File: config.mk
export PLATFORM = sky130hd
export DESIGN_NAME = hoplite_packet_assembler
export DESIGN_NICKNAME = d
export VERILOG_FILES = /design/src/rtl/hoplite_packet_assembler.sv
export SDC_FILE = /design/constraint.sdc
export NUM_CORES = 1
export LEC_CHECK = 0
export CAP_MARGIN = 20
export CORE_AREA = 3 3 147 149
export CTS_BUF_LIST = sky130_fd_sc_hd__clkbuf_2 sky130_fd_sc_hd__clkbuf_4 sky130_fd_sc_hd__clkbuf_8
export CTS_CLUSTER_SIZE = 24
export DETAILED_ROUTE_END_ITERATION = 8
export DIE_AREA = 0 0 150 152
export MAX_ROUTING_LAYER = met4
export PLACE_DENSITY = 0.81
export SYNTH_ARGS = -nofsm -noshare
export SYNTH_HDL_FRONTEND = slang
export SYNTH_SLANG_ARGS = --single-unit
File: constraint.sdc
create_clock -name clk -period 2.3 [get_ports clk]
set_clock_uncertainty 0.2 [all_clocks]
set_input_delay 0.69 -clock clk [delete_from_list [all_inputs] [get_ports clk]]
set_output_delay 0.69 -clock clk [all_outputs]
set_load 0.01 [all_outputs]
File: src/rtl/hoplite_packet_assembler.sv
// Stages per-field strobes into a flit, queues it in a small FIFO and hands the head to a Hoplite router.
// Optional PACKET_STATS_EN adds packets_sent / packets_dropped counters.
module hoplite_packet_assembler #(
    parameter int COORD_BITS           = 1,
    parameter int MULTICAST_GROUP_BITS = 1,
    parameter int MATRIX_TYPE_BITS     = 1,
    parameter int MATRIX_COORD_BITS    = 8,
    parameter int MATRIX_ELEMENT_BITS  = 32,
    parameter int FIFO_DEPTH           = 4,
    parameter int PACKET_BITS          = 2*COORD_BITS + MULTICAST_GROUP_BITS + 2 + MATRIX_TYPE_BITS
                                         + 2*MATRIX_COORD_BITS + MATRIX_ELEMENT_BITS
) (
    input  logic                            clk,
    input  logic                            reset_n,
    input  logic [COORD_BITS-1:0]           x_coord_in,
    input  logic                            x_coord_in_valid,
    input  logic [COORD_BITS-1:0]           y_coord_in,
    input  logic                            y_coord_in_valid,
    input  logic [MULTICAST_GROUP_BITS-1:0] multicast_group_in,
    input  logic                            multicast_group_in_valid,
    input  logic                            done_flag_in,
    input  logic                            done_flag_in_valid,
    input  logic                            result_flag_in,
    input  logic                            result_flag_in_valid,
    input  logic [MATRIX_TYPE_BITS-1:0]     matrix_type_in,
    input  logic                            matrix_type_in_valid,
    input  logic [MATRIX_COORD_BITS-1:0]    matrix_x_coord_in,
    input  logic                            matrix_x_coord_in_valid,
    input  logic [MATRIX_COORD_BITS-1:0]    matrix_y_coord_in,
    input  logic                            matrix_y_coord_in_valid,
    input  logic [MATRIX_ELEMENT_BITS-1:0]  matrix_element_in,
    input  logic                            matrix_element_in_valid,
    input  logic                            packet_complete_in,
    output logic                            message_out_ready,
    output logic                            overflow,
`ifdef PACKET_STATS_EN
    output logic [31:0]                     packets_sent,
    output logic [31:0]                     packets_dropped,
`endif
    output logic [PACKET_BITS-1:0]          packet_out,
    output logic                            packet_out_valid,
    input  logic                            packet_out_ready
);

    localparam int IDX_W = $clog2(FIFO_DEPTH);
    localparam int PTR_W = IDX_W + 1;

    logic [COORD_BITS-1:0]           r_x, r_y, w_x, w_y;
    logic [MULTICAST_GROUP_BITS-1:0] r_mcast, w_mcast;
    logic                            r_done, r_result, w_done, w_result;
    logic [MATRIX_TYPE_BITS-1:0]     r_type, w_type;
    logic [MATRIX_COORD_BITS-1:0]    r_mx, r_my, w_mx, w_my;
    logic [MATRIX_ELEMENT_BITS-1:0]  r_elem, w_elem;

    logic [PACKET_BITS-1:0] r_mem [FIFO_DEPTH];
    logic [PTR_W-1:0]       r_wr_ptr, r_rd_ptr;
    logic                   r_overflow;
    logic [PACKET_BITS-1:0] w_flit;
    logic                   w_empty, w_full, w_push, w_pop, w_drop;

    // Same-cycle strobes bypass the staging registers so they land in a flit pushed this cycle.
    assign w_x      = x_coord_in_valid         ? x_coord_in         : r_x;
    assign w_y      = y_coord_in_valid         ? y_coord_in         : r_y;
    assign w_mcast  = multicast_group_in_valid ? multicast_group_in : r_mcast;
    assign w_done   = done_flag_in_valid       ? done_flag_in       : r_done;
    assign w_result = result_flag_in_valid     ? result_flag_in     : r_result;
    assign w_type   = matrix_type_in_valid     ? matrix_type_in     : r_type;
    assign w_mx     = matrix_x_coord_in_valid  ? matrix_x_coord_in  : r_mx;
    assign w_my     = matrix_y_coord_in_valid  ? matrix_y_coord_in  : r_my;
    assign w_elem   = matrix_element_in_valid  ? matrix_element_in  : r_elem;

    assign w_flit = {w_elem, w_my, w_mx, w_type, w_result, w_done, w_mcast, w_y, w_x};

    assign w_empty = (r_wr_ptr == r_rd_ptr);
    assign w_full  = (r_wr_ptr[IDX_W] != r_rd_ptr[IDX_W]) &&
                     (r_wr_ptr[IDX_W-1:0] == r_rd_ptr[IDX_W-1:0]);
    assign w_pop   = !w_empty && packet_out_ready;
    assign w_push  = packet_complete_in && (!w_full || w_pop);
    assign w_drop  = packet_complete_in && w_full && !w_pop;

    always_ff @(posedge clk or negedge reset_n) begin
        if (!reset_n) begin
            r_x      <= '0;
            r_y      <= '0;
            r_mcast  <= '0;
            r_done   <= 1'b0;
            r_result <= 1'b0;
            r_type   <= '0;
            r_mx     <= '0;
            r_my     <= '0;
            r_elem   <= '0;
        end else begin
            r_x      <= w_x;
            r_y      <= w_y;
            r_mcast  <= w_mcast;
            r_done   <= w_done;
            r_result <= w_result;
            r_type   <= w_type;
            r_mx     <= w_mx;
            r_my     <= w_my;
            r_elem   <= w_elem;
        end
    end

    always_ff @(posedge clk or negedge reset_n) begin
        if (!reset_n) begin
            r_wr_ptr   <= '0;
            r_rd_ptr   <= '0;
            r_overflow <= 1'b0;
        end else begin
            if (w_push) r_wr_ptr <= r_wr_ptr + PTR_W'(1);
            if (w_pop)  r_rd_ptr <= r_rd_ptr + PTR_W'(1);
            if (w_drop) r_overflow <= 1'b1;
        end
    end

    // Storage is not reset; the empty flag masks stale entries on packet_out.
    always_ff @(posedge clk) begin
        if (w_push) r_mem[r_wr_ptr[IDX_W-1:0]] <= w_flit;
    end

    assign packet_out        = w_empty ? '0 : r_mem[r_rd_ptr[IDX_W-1:0]];
    assign packet_out_valid  = !w_empty;
    assign message_out_ready = !w_full;
    assign overflow          = r_overflow;

`ifdef PACKET_STATS_EN
    logic [31:0] r_sent, r_dropped;

    always_ff @(posedge clk or negedge reset_n) begin
        if (!reset_n) begin
            r_sent    <= '0;
            r_dropped <= '0;
        end else begin
            if (w_pop)  r_sent    <= r_sent + 32'd1;
            if (w_drop) r_dropped <= r_dropped + 32'd1;
        end
    end

    assign packets_sent    = r_sent;
    assign packets_dropped = r_dropped;
`endif

endmodule

==> results of run 1 <==
[registers in the layout, summed over array words and instances (netlist names), 3 cells and up]
register,cells
r_mx,8
r_elem,32
r_rd_ptr,3
r_my,8
r_wr_ptr,3
r_mem,216
[repair_timing]
action                     CTS  global route
hold endpoints to repair    30             0
setup endpoints to repair  230           250
pin swaps                    4             5
resized for setup          259           116
gates cloned                19            14
buffers inserted            18            25
hold buffers                 1             0
[layout by cell type (no fill, tap or decap), types with 6 or more instances in the layout]
cell and n:
edfxtp_1 216, clkdlybuf4s50_1 64, dfrtp_1 59, mux2_2 55
mux4_2 54, clkbuf_8 51, buf_6 47, buf_12 33
nor2b_4 30, buf_4 26, buf_2 24, nor2b_1 19
clkbuf_4 17, buf_16 13, clkbuf_16 12, clkinv_2 6
clkinv_1 6
[power by group]
| group | total [mW] | switching [mW] | internal (mW) |
|---|---|---|---|
| sequential | 6.86 | 0.312 | 6.54 |
| combinational | 10.5 | 4.54 | 5.99 |
| clock | 4.45 | 1.91 | 2.54 |
| total | 21.8 | 6.77 | 15.1 |
[routing by layer]
layer	vias to the layer above	track usage (%)
met5	-	-
met4	0	6.623
met3	39	5.153
met2	216	37.42
met1	3029	27.47
li1	2484	-
[logic make-up after synthesis]
| kind of cell | share of synthesized area [%] |
|---|---|
| XOR/XNOR | 0.7570 |
| AO/OA/AOI/OAI | 0.4732 |
| adder cells (fa/ha/maj) | 0.5914 |
| flip-flops | 75.74 |
| AND/OR/NAND/NOR | 3.891 |
| buffers and inverters | 1.088 |
| multiplexers | 17.46 |
[cell type report]
type / instances / area (um^2) / share of cell area [%]
Tap cell: 270 / 337.8 / 2.254
Clock inverter: 16 / 128.9 / 0.8600
Multi-Input combinational cell: 192 / 2746 / 18.33
Clock buffer: 68 / 829.5 / 5.536
Timing Repair Buffer: 227 / 2903 / 19.37
Inverter: 4 / 17.52 / 0.1169
Antenna cell: 2 / 5.005 / 0.03340
Sequential cell: 277 / 8018 / 53.50
[per-stage QoR]
stage          utilization, %  cells
4_1_cts                 69.95   1026
6_report                73.82   1056
5_1_grt                 73.82   1056
2_1_floorplan               -    496
3_5_place_dp            62.09    904
3_3_place_gp            62.09    904
[cells in the mapped netlist (2+ instances only)]
library cell	count	area [um^2]
and3_2	4	30.03
buf_1	3	11.26
buf_2	11	55.05
clkbuf_1	9	33.78
dfrtp_1	61	1526
edfxtp_1	216	6486
ha_1	5	62.56
inv_1	4	15.01
mux2_2	55	619.3
mux4_2	54	1216
nor2b_1	54	337.8
nor3b_1	2	15.01
xnor2_1	4	35.03
xor2_1	2	17.52
[worst paths after layout]
| path | endpoint | slack, ns |
|---|---|---|
| worst max-delay path | packet_out[40] | -0.79 |
| worst min-delay path | overflow | 0.28 |
| worst max register to register | r_mem[2][0] | -0.26 |
| worst min register to register | overflow | 0.28 |
| max in group asynchronous | r_elem[7] | 0.80 |
| min in group asynchronous | r_elem[4] | 0.46 |
==> flow_summary.ini, run 1 <==
[synthesis]
async_reset_ff_share_pct = 22.02
yosysSeqAreaShare_pct = 75.74
synth_area_um2 = 10580
synth_cell_types = 26
netlist_instances = 496
syn_nets = 568
ys.warnings.count = 0
syn_area_per_cell_um2 = 21.33
ys_ff_latch = 277
synth_edf_count = 216
yosys_most_used_dff = edfxtp_1

[outcome]
violations = negative setup slack
status = finished with violations

[detailed_routing]
highest_layer = met4
ant_nets = 0
drtIter0Drc = 385
wl_met3_um = 1533
wl_met1_um = 10310
first_pass_iters = 4
routed-wl-met2_um = 14190
vias = 5768
drc = 0
routed_wl_um = 26560
post_drt_via_cell_ratio = 5.462
wl_per_cell_um = 25.15

[clocking]
clk_latency_ns = 0.54
cts_buffers = 45
clkTransAtPathRegs_ns = 0.07
cts.sinks = 277
cts_buffer_depth = 3
cts_tree = built
clk_root_buffer_cell = clkbuf_8
h-tree-depth = 2

[timing]
period_share_pct = 134.5
slew_headroom_pct = 64.75
fin_setup_tns_ns = -76.56
fin_crit_ns = 3.093
worst_pin_slew_ns = 0.5287
finalHoldViolCount = 0
setup_viol = 273
fin_ws_ns = -0.7931
holdWs_ns = 0.2793
rsz0062_at_grt = yes
max_freq_mhz = 323.3
slew_viol_final = 0

[placement]
io_buffers = 123
place.gp.congestion = 0.7445
dp_hpwl_um = 13000
place_area_um2 = 12600
post-place-ws_ns = -0.5387

[finish]
fin_nets = 819
area_growth_pct = 41.66
fin_area_um2 = 14990
drive_gt1_share_pct = 50.64
nFillCells = 1147

[critical_path]
cp_cell_sequence = buf_12 > buf_16 > buf_12 > mux4_2 > nor2b_4 > buf_6
critical_path_class = reg -> out
worst_path_largest_cell_delay_ns = 0.52
critPathTopFamily = buffers and inverters
required_ns = 1.41
worstPathArrival_ns = 2.20
critPathCaptureType = output port
critPathMostFrequentCell = buf_12
rr_worst_depth = 8
cp.depth = 6
cp_slowest_cell = dfrtp_4
start_kind = register
worst-path-buf-inv = 4
crit_start = r_rd_ptr[0]
r2r-start = r_rd_ptr[0]
crit_fanout = 8

[die]
pin_count = 124
die_h_um = 152
fp-row-count = 52
fp.dieW_um = 150
coreArea_um2 = 20300
die-area_um2 = 22800
start_util_pct = 52.11

[grt]
grt_pass1_wl_um = 36960
grt.total_usage_pct = 22.39
grt_pass1_vias = 6234
grt_overflow_total = 0
antenna_found_initial = 2
grt_max_degree = 33

[min_path]
hp-class = reg -> reg
worstHoldPathCells = 1
hold_start = overflow

[power]
power_density_nw_per_um2 = 1457
power_mw = 21.84
ir_drop_uv = 949.2
leakagePower_nw = 5.597

[run]
drv_cap = 0
Note: power is estimated with default switching activity, not from simulation.
==> run 2: changes to the inputs <==
--- a/config.mk
+++ b/config.mk
@@ -6,13 +6,13 @@
 export NUM_CORES = 1
 export LEC_CHECK = 0
 export CAP_MARGIN = 20
-export CORE_AREA = 3 3 147 149
+export CORE_AREA = 3 3 158 160
 export CTS_BUF_LIST = sky130_fd_sc_hd__clkbuf_2 sky130_fd_sc_hd__clkbuf_4 sky130_fd_sc_hd__clkbuf_8
 export CTS_CLUSTER_SIZE = 24
 export DETAILED_ROUTE_END_ITERATION = 8
-export DIE_AREA = 0 0 150 152
+export DIE_AREA = 0 0 161 163
 export MAX_ROUTING_LAYER = met4
-export PLACE_DENSITY = 0.81
+export PLACE_DENSITY = 0.7
 export SYNTH_ARGS = -nofsm -noshare
 export SYNTH_HDL_FRONTEND = slang
 export SYNTH_SLANG_ARGS = --single-unit
==> constraint.sdc (replaced) <==
create_clock -name clk -period 3.91 [get_ports clk]
set_clock_uncertainty 0.2 [all_clocks]
set_input_delay 1.173 -clock clk [delete_from_list [all_inputs] [get_ports clk]]
set_output_delay 1.173 -clock clk [all_outputs]
set_load 0.01 [all_outputs]
==> flow_summary.ini, run 2 (synthesis gave the netlist of run 1 again) <==
[grt]
grt_max_degree = 62
antenna_found_initial = 2
grt_pass1_wl_um = 32350
grt_overflow_total = 0
grt.total_usage_pct = 16.53
grt_pass1_vias = 5766

[timing]
finalHoldViolCount = 0
fin_crit_ns = 3.871
max_freq_mhz = 258.3
setup_viol = 0
slew_viol_final = 0
period_share_pct = 99.01
rsz0062_at_grt = yes
slew_headroom_pct = 36.73
holdWs_ns = 0.2835
fin_ws_ns = 0.03859
fin_setup_tns_ns = 0
worst_pin_slew_ns = 0.9490

[critical_path]
critPathCaptureType = output port
r2r-start = r_rd_ptr[0]
critPathTopFamily = buffers and inverters
worstPathArrival_ns = 2.50
regToRegSetupSlack_ns = 1.47
start_kind = register
critical_path_class = reg -> out
rr_worst_depth = 5
worst_path_largest_cell_delay_ns = 0.56
worst-path-buf-inv = 2
crit_start = r_rd_ptr[0]
required_ns = 2.54
crit_fanout = 17
cp_slowest_cell = dfrtp_4
rr_endpoint = r_mem[0][47]
cp_cell_sequence = buf_16 > mux4_2 > nor2b_1 > clkdlybuf4s50_1

[finish]
stdcell_count = 1020
nFillCells = 1814
largest_reg_flops = 216
seqCellArea_um2 = 8021
fin_util_pct = 57.19
area_growth_pct = 27.26
layout_common_cells = edfxtp_1 (216), clkdlybuf4s50_1 (74), dfrtp_1 (56)
drive_gt1_share_pct = 31.90
layout_commonest_cell = edfxtp_1
multi_input_area_um2 = 2495
fin_nets = 737

[placement]
dp_hpwl_um = 11410
dp.cells = 925
io_buffers = 123
post-place-ws_ns = 0.4815
place.gp.congestion = 0.6962

[run]
drv_cap = 0

[clocking]
cts_buffer_depth = 3
cts_tree = built
clkTransAtPathRegs_ns = 0.06
clk_latency_ns = 0.54
cts_buffers = 44
hold_buffers = 0
cts.sinks = 277
h-tree-depth = 2
clk_root_buffer_cell = clkbuf_8

[die]
die-area_um2 = 26240
pin_count = 124
fp-row-count = 56
coreArea_um2 = 23540
start_util_pct = 44.94
fp.dieW_um = 161
die_h_um = 163

[min_path]
hold_end = overflow
hold_start = overflow
worstHoldPathCells = 1
hp-class = reg -> reg

[power]
leakagePower_nw = 5.016
power_density_nw_per_um2 = 778.6
ir_drop_uv = 515.5

[detailed_routing]
first_pass_iters = 4
post_drt_via_cell_ratio = 5.098
ant_nets = 0
vias = 5200
drc = 0
drtIter0Drc = 257
wl_per_cell_um = 20.25
routed_wl_um = 20660

[outcome]
status = completed
[run 2: changes by cell type in the layout (fill, tap and decap cells not counted), moves of 10 or more]
cell             delta
buf_6              -47
nor2b_1            +35
dlymetal6s2s_1     +30
nor2b_4            -30
buf_12             -29
buf_2              -23
dlygate4sd2_1      +15
buf_4              -11
buf_16             -10
clkbuf_16          -10
clkdlybuf4s50_1    +10
[run 2: layer usage]
metal	track usage, %	wire length [um]	share of wire [%]	vias to the layer above
li1	-	-	-	2309
met1	20.58	8597	42	2721
met2	26.71	10270	50	146
met3	5.697	1548	7.5	24
met4	3.520	241	1.2	0
met5	-	0	0	-
[run 2: report_power, final]
part           internal (mW)  switching (mW)  total [mW]  leakage [nW]
combinational           2.06            1.85        3.91          1.83
sequential              3.85           0.209        4.06          2.69
clock                   1.45            1.06        2.51         0.499
[run 2: per-stage QoR]
stage | cell area [um^2] | total power, mW
4_1_cts | 13230 | 10.58
5_1_grt | 13460 | 11.10
6_report | 13460 | 10.48
3_3_place_gp | 12280 | 8.009
2_1_floorplan | 10580 | 6.132
3_5_place_dp | 12280 | 8.094
[run 2: what timing repair did]
action                                  CTS  global route
buffers inserted                          0            11
cloned                                    1             1
pin swaps                                 0             0
endpoints found under the setup margin   51            37
gates resized for setup                  20            39
[run 2: how the worst max path moves through the flow]
stage / end / cells past startpoint
after floorplan: packet_out[0] / 4
after global placement: packet_out[37] / 5
after detailed placement: packet_out[37] / 5
after global routing: packet_out[37] / 5
after CTS: packet_out[37] / 5
final: packet_out[37] / 4
[run 2: final cells by class]
| cell class | count | share of cell area (%) |
|---|---|---|
| Sequential cell | 277 | 59.58 |
| Multi-Input combinational cell | 192 | 18.53 |
| Timing Repair Buffer | 146 | 11.86 |
| Clock buffer | 68 | 6.301 |
| Tap cell | 319 | 2.965 |
| Clock inverter | 12 | 0.6134 |
| Inverter | 4 | 0.1115 |
| Antenna cell | 2 | 0.03717 |
==> run 3: changes to the inputs <==
--- a/config.mk
+++ b/config.mk
@@ -8,11 +8,13 @@
 export CAP_MARGIN = 20
 export CORE_AREA = 3 3 158 160
 export CTS_BUF_LIST = sky130_fd_sc_hd__clkbuf_2 sky130_fd_sc_hd__clkbuf_4 sky130_fd_sc_hd__clkbuf_8
+export CTS_CLUSTER_DIAMETER = 60
 export CTS_CLUSTER_SIZE = 24
 export DETAILED_ROUTE_END_ITERATION = 8
 export DIE_AREA = 0 0 161 163
+export DONT_BUFFER_PORTS = 1
 export MAX_ROUTING_LAYER = met4
-export PLACE_DENSITY = 0.7
+export PLACE_DENSITY = 0.63
 export SYNTH_ARGS = -nofsm -noshare
 export SYNTH_HDL_FRONTEND = slang
 export SYNTH_SLANG_ARGS = --single-unit
==> flow_summary.ini, run 3 (synthesis gave the netlist of run 1 again) <==
[outcome]
status = completed

[clocking]
cts.sinks = 277
cts_tree = built
clk_root_buffer_cell = clkbuf_8
clk_latency_ns = 0.54
h-tree-depth = 1
cts_buffer_depth = 3
cts_buffers = 20
clkTransAtPathRegs_ns = 0.13

[finish]
fin_area_um2 = 11530
drive_gt1_share_pct = 32.51
nFillCells = 1967
fin_util_pct = 48.97
seqCellArea_um2 = 8020
layout_common_cells = edfxtp_1 (216), dfrtp_1 (59), mux2_2 (55)
multi_input_area_um2 = 2465
largest_reg_flops = 216
fin_nets = 586
layout_commonest_cell = edfxtp_1
area_growth_pct = 8.989

[min_path]
hp-class = in -> async

[grt]
antenna_found_initial = 3
grt.total_usage_pct = 15.50
grt_overflow_total = 0
grt_max_degree = 62
grt_pass1_wl_um = 30100
grt_pass1_vias = 5071

[timing]
slew_viol_final = 0
fin_setup_tns_ns = 0
worst_pin_slew_ns = 0.9413
rsz0062_at_grt = no
fin_crit_ns = 3.634
slew_headroom_pct = 37.25
setup_viol = 0
period_share_pct = 92.93
max_freq_mhz = 275.2
finalHoldViolCount = 0

[die]
fp.dieW_um = 161
die-area_um2 = 26240
coreArea_um2 = 23540
start_util_pct = 44.94
fp-row-count = 56
pin_count = 124
die_h_um = 163

[critical_path]
cp_slowest_cell = dfrtp_4
start_kind = register
worstPathArrival_ns = 2.26
required_ns = 2.54
cp_cell_sequence = buf_4 > mux4_2 > nor2b_1
critPathCaptureType = output port
critical_path_class = reg -> out
worst_path_largest_cell_delay_ns = 0.67
crit_fanout = 25

[detailed_routing]
wl_per_cell_um = 23.07
drtIter0Drc = 170
routed_wl_um = 19560
ant_nets = 0
drc = 0
first_pass_iters = 4
vias = 4540
post_drt_via_cell_ratio = 5.354

[placement]
io_buffers = 0
dp_hpwl_um = 11790
place_area_um2 = 11020
place.gp.congestion = 0.7254

[power]
ir_drop_uv = 447.2
leakagePower_nw = 3.853
power_density_nw_per_um2 = 727.5
power_mw = 8.388

[run]
drv_cap = 0
run 3: where the power goes:
part	total (mW)	switching (mW)	internal [mW]	leakage [nW]
clock	1.55	0.974	0.575	0.217
combinational	2.78	1.64	1.14	0.943
sequential	4.06	0.214	3.84	2.69
run 3: stage by stage:
step / hold slack, ns / std cells / setup slack (ns)
2_1_floorplan: 0.3000 / 496 / 0.9487
3_5_place_dp: 0.3288 / 804 / 0.6576
6_report: 0.1002 / 848 / 0.2764
5_1_grt: 0.03526 / 848 / 0.1228
4_1_cts: 0.05416 / 838 / 0.03166
3_3_place_gp: 0.3132 / 804 / 0.6899
run 3: area by class of cell:
cell class	instances	share of cell area, %
Timing Repair Buffer	19	1.671
Antenna cell	3	0.06511
Sequential cell	277	69.56
Clock buffer	22	2.572
Tap cell	319	3.462
Inverter	4	0.1302
Multi-Input combinational cell	192	21.38
Clock inverter	12	1.161
run 3: path summary, 6_finish.rpt:
kind                            slack [ns]         from             end  cells past startpoint
min in group clk                      0.35      r_my[2]         r_my[2]                      1
worst min register to register        0.35      r_my[2]         r_my[2]                      1
max in group asynchronous             3.27      reset_n         r_mx[6]                      0
worst max register to register        0.98  r_rd_ptr[0]    r_mem[2][18]                      5
worst min-delay path                  0.10      reset_n       r_elem[4]                      0
worst max-delay path                  0.28  r_rd_ptr[1]  packet_out[44]                      3
run 3: routing by layer:
metal,up-vias,part of all wire [%],global-route usage (%)
li1,1986,-,-
met2,110,51,26.69
met3,28,4.8,3.357
met4,0,1.7,3.168
met1,2416,43,19.22
met5,-,0,-
run 3: repair_timing:
item	4_1_cts	5_1_grt
resized for setup	0	1
hold buffers	0	0
endpoints found under the setup margin	0	17
setup buffers	0	7
run 3: worst max-delay path: cells and delay by family, from the launching register on:
kind | cells | cell delay, ns
buffers and inverters | 1 | 0.44
DFF | 1 | 0.67
muxes | 1 | 0.41
and+or+nand+nor | 1 | 0.19
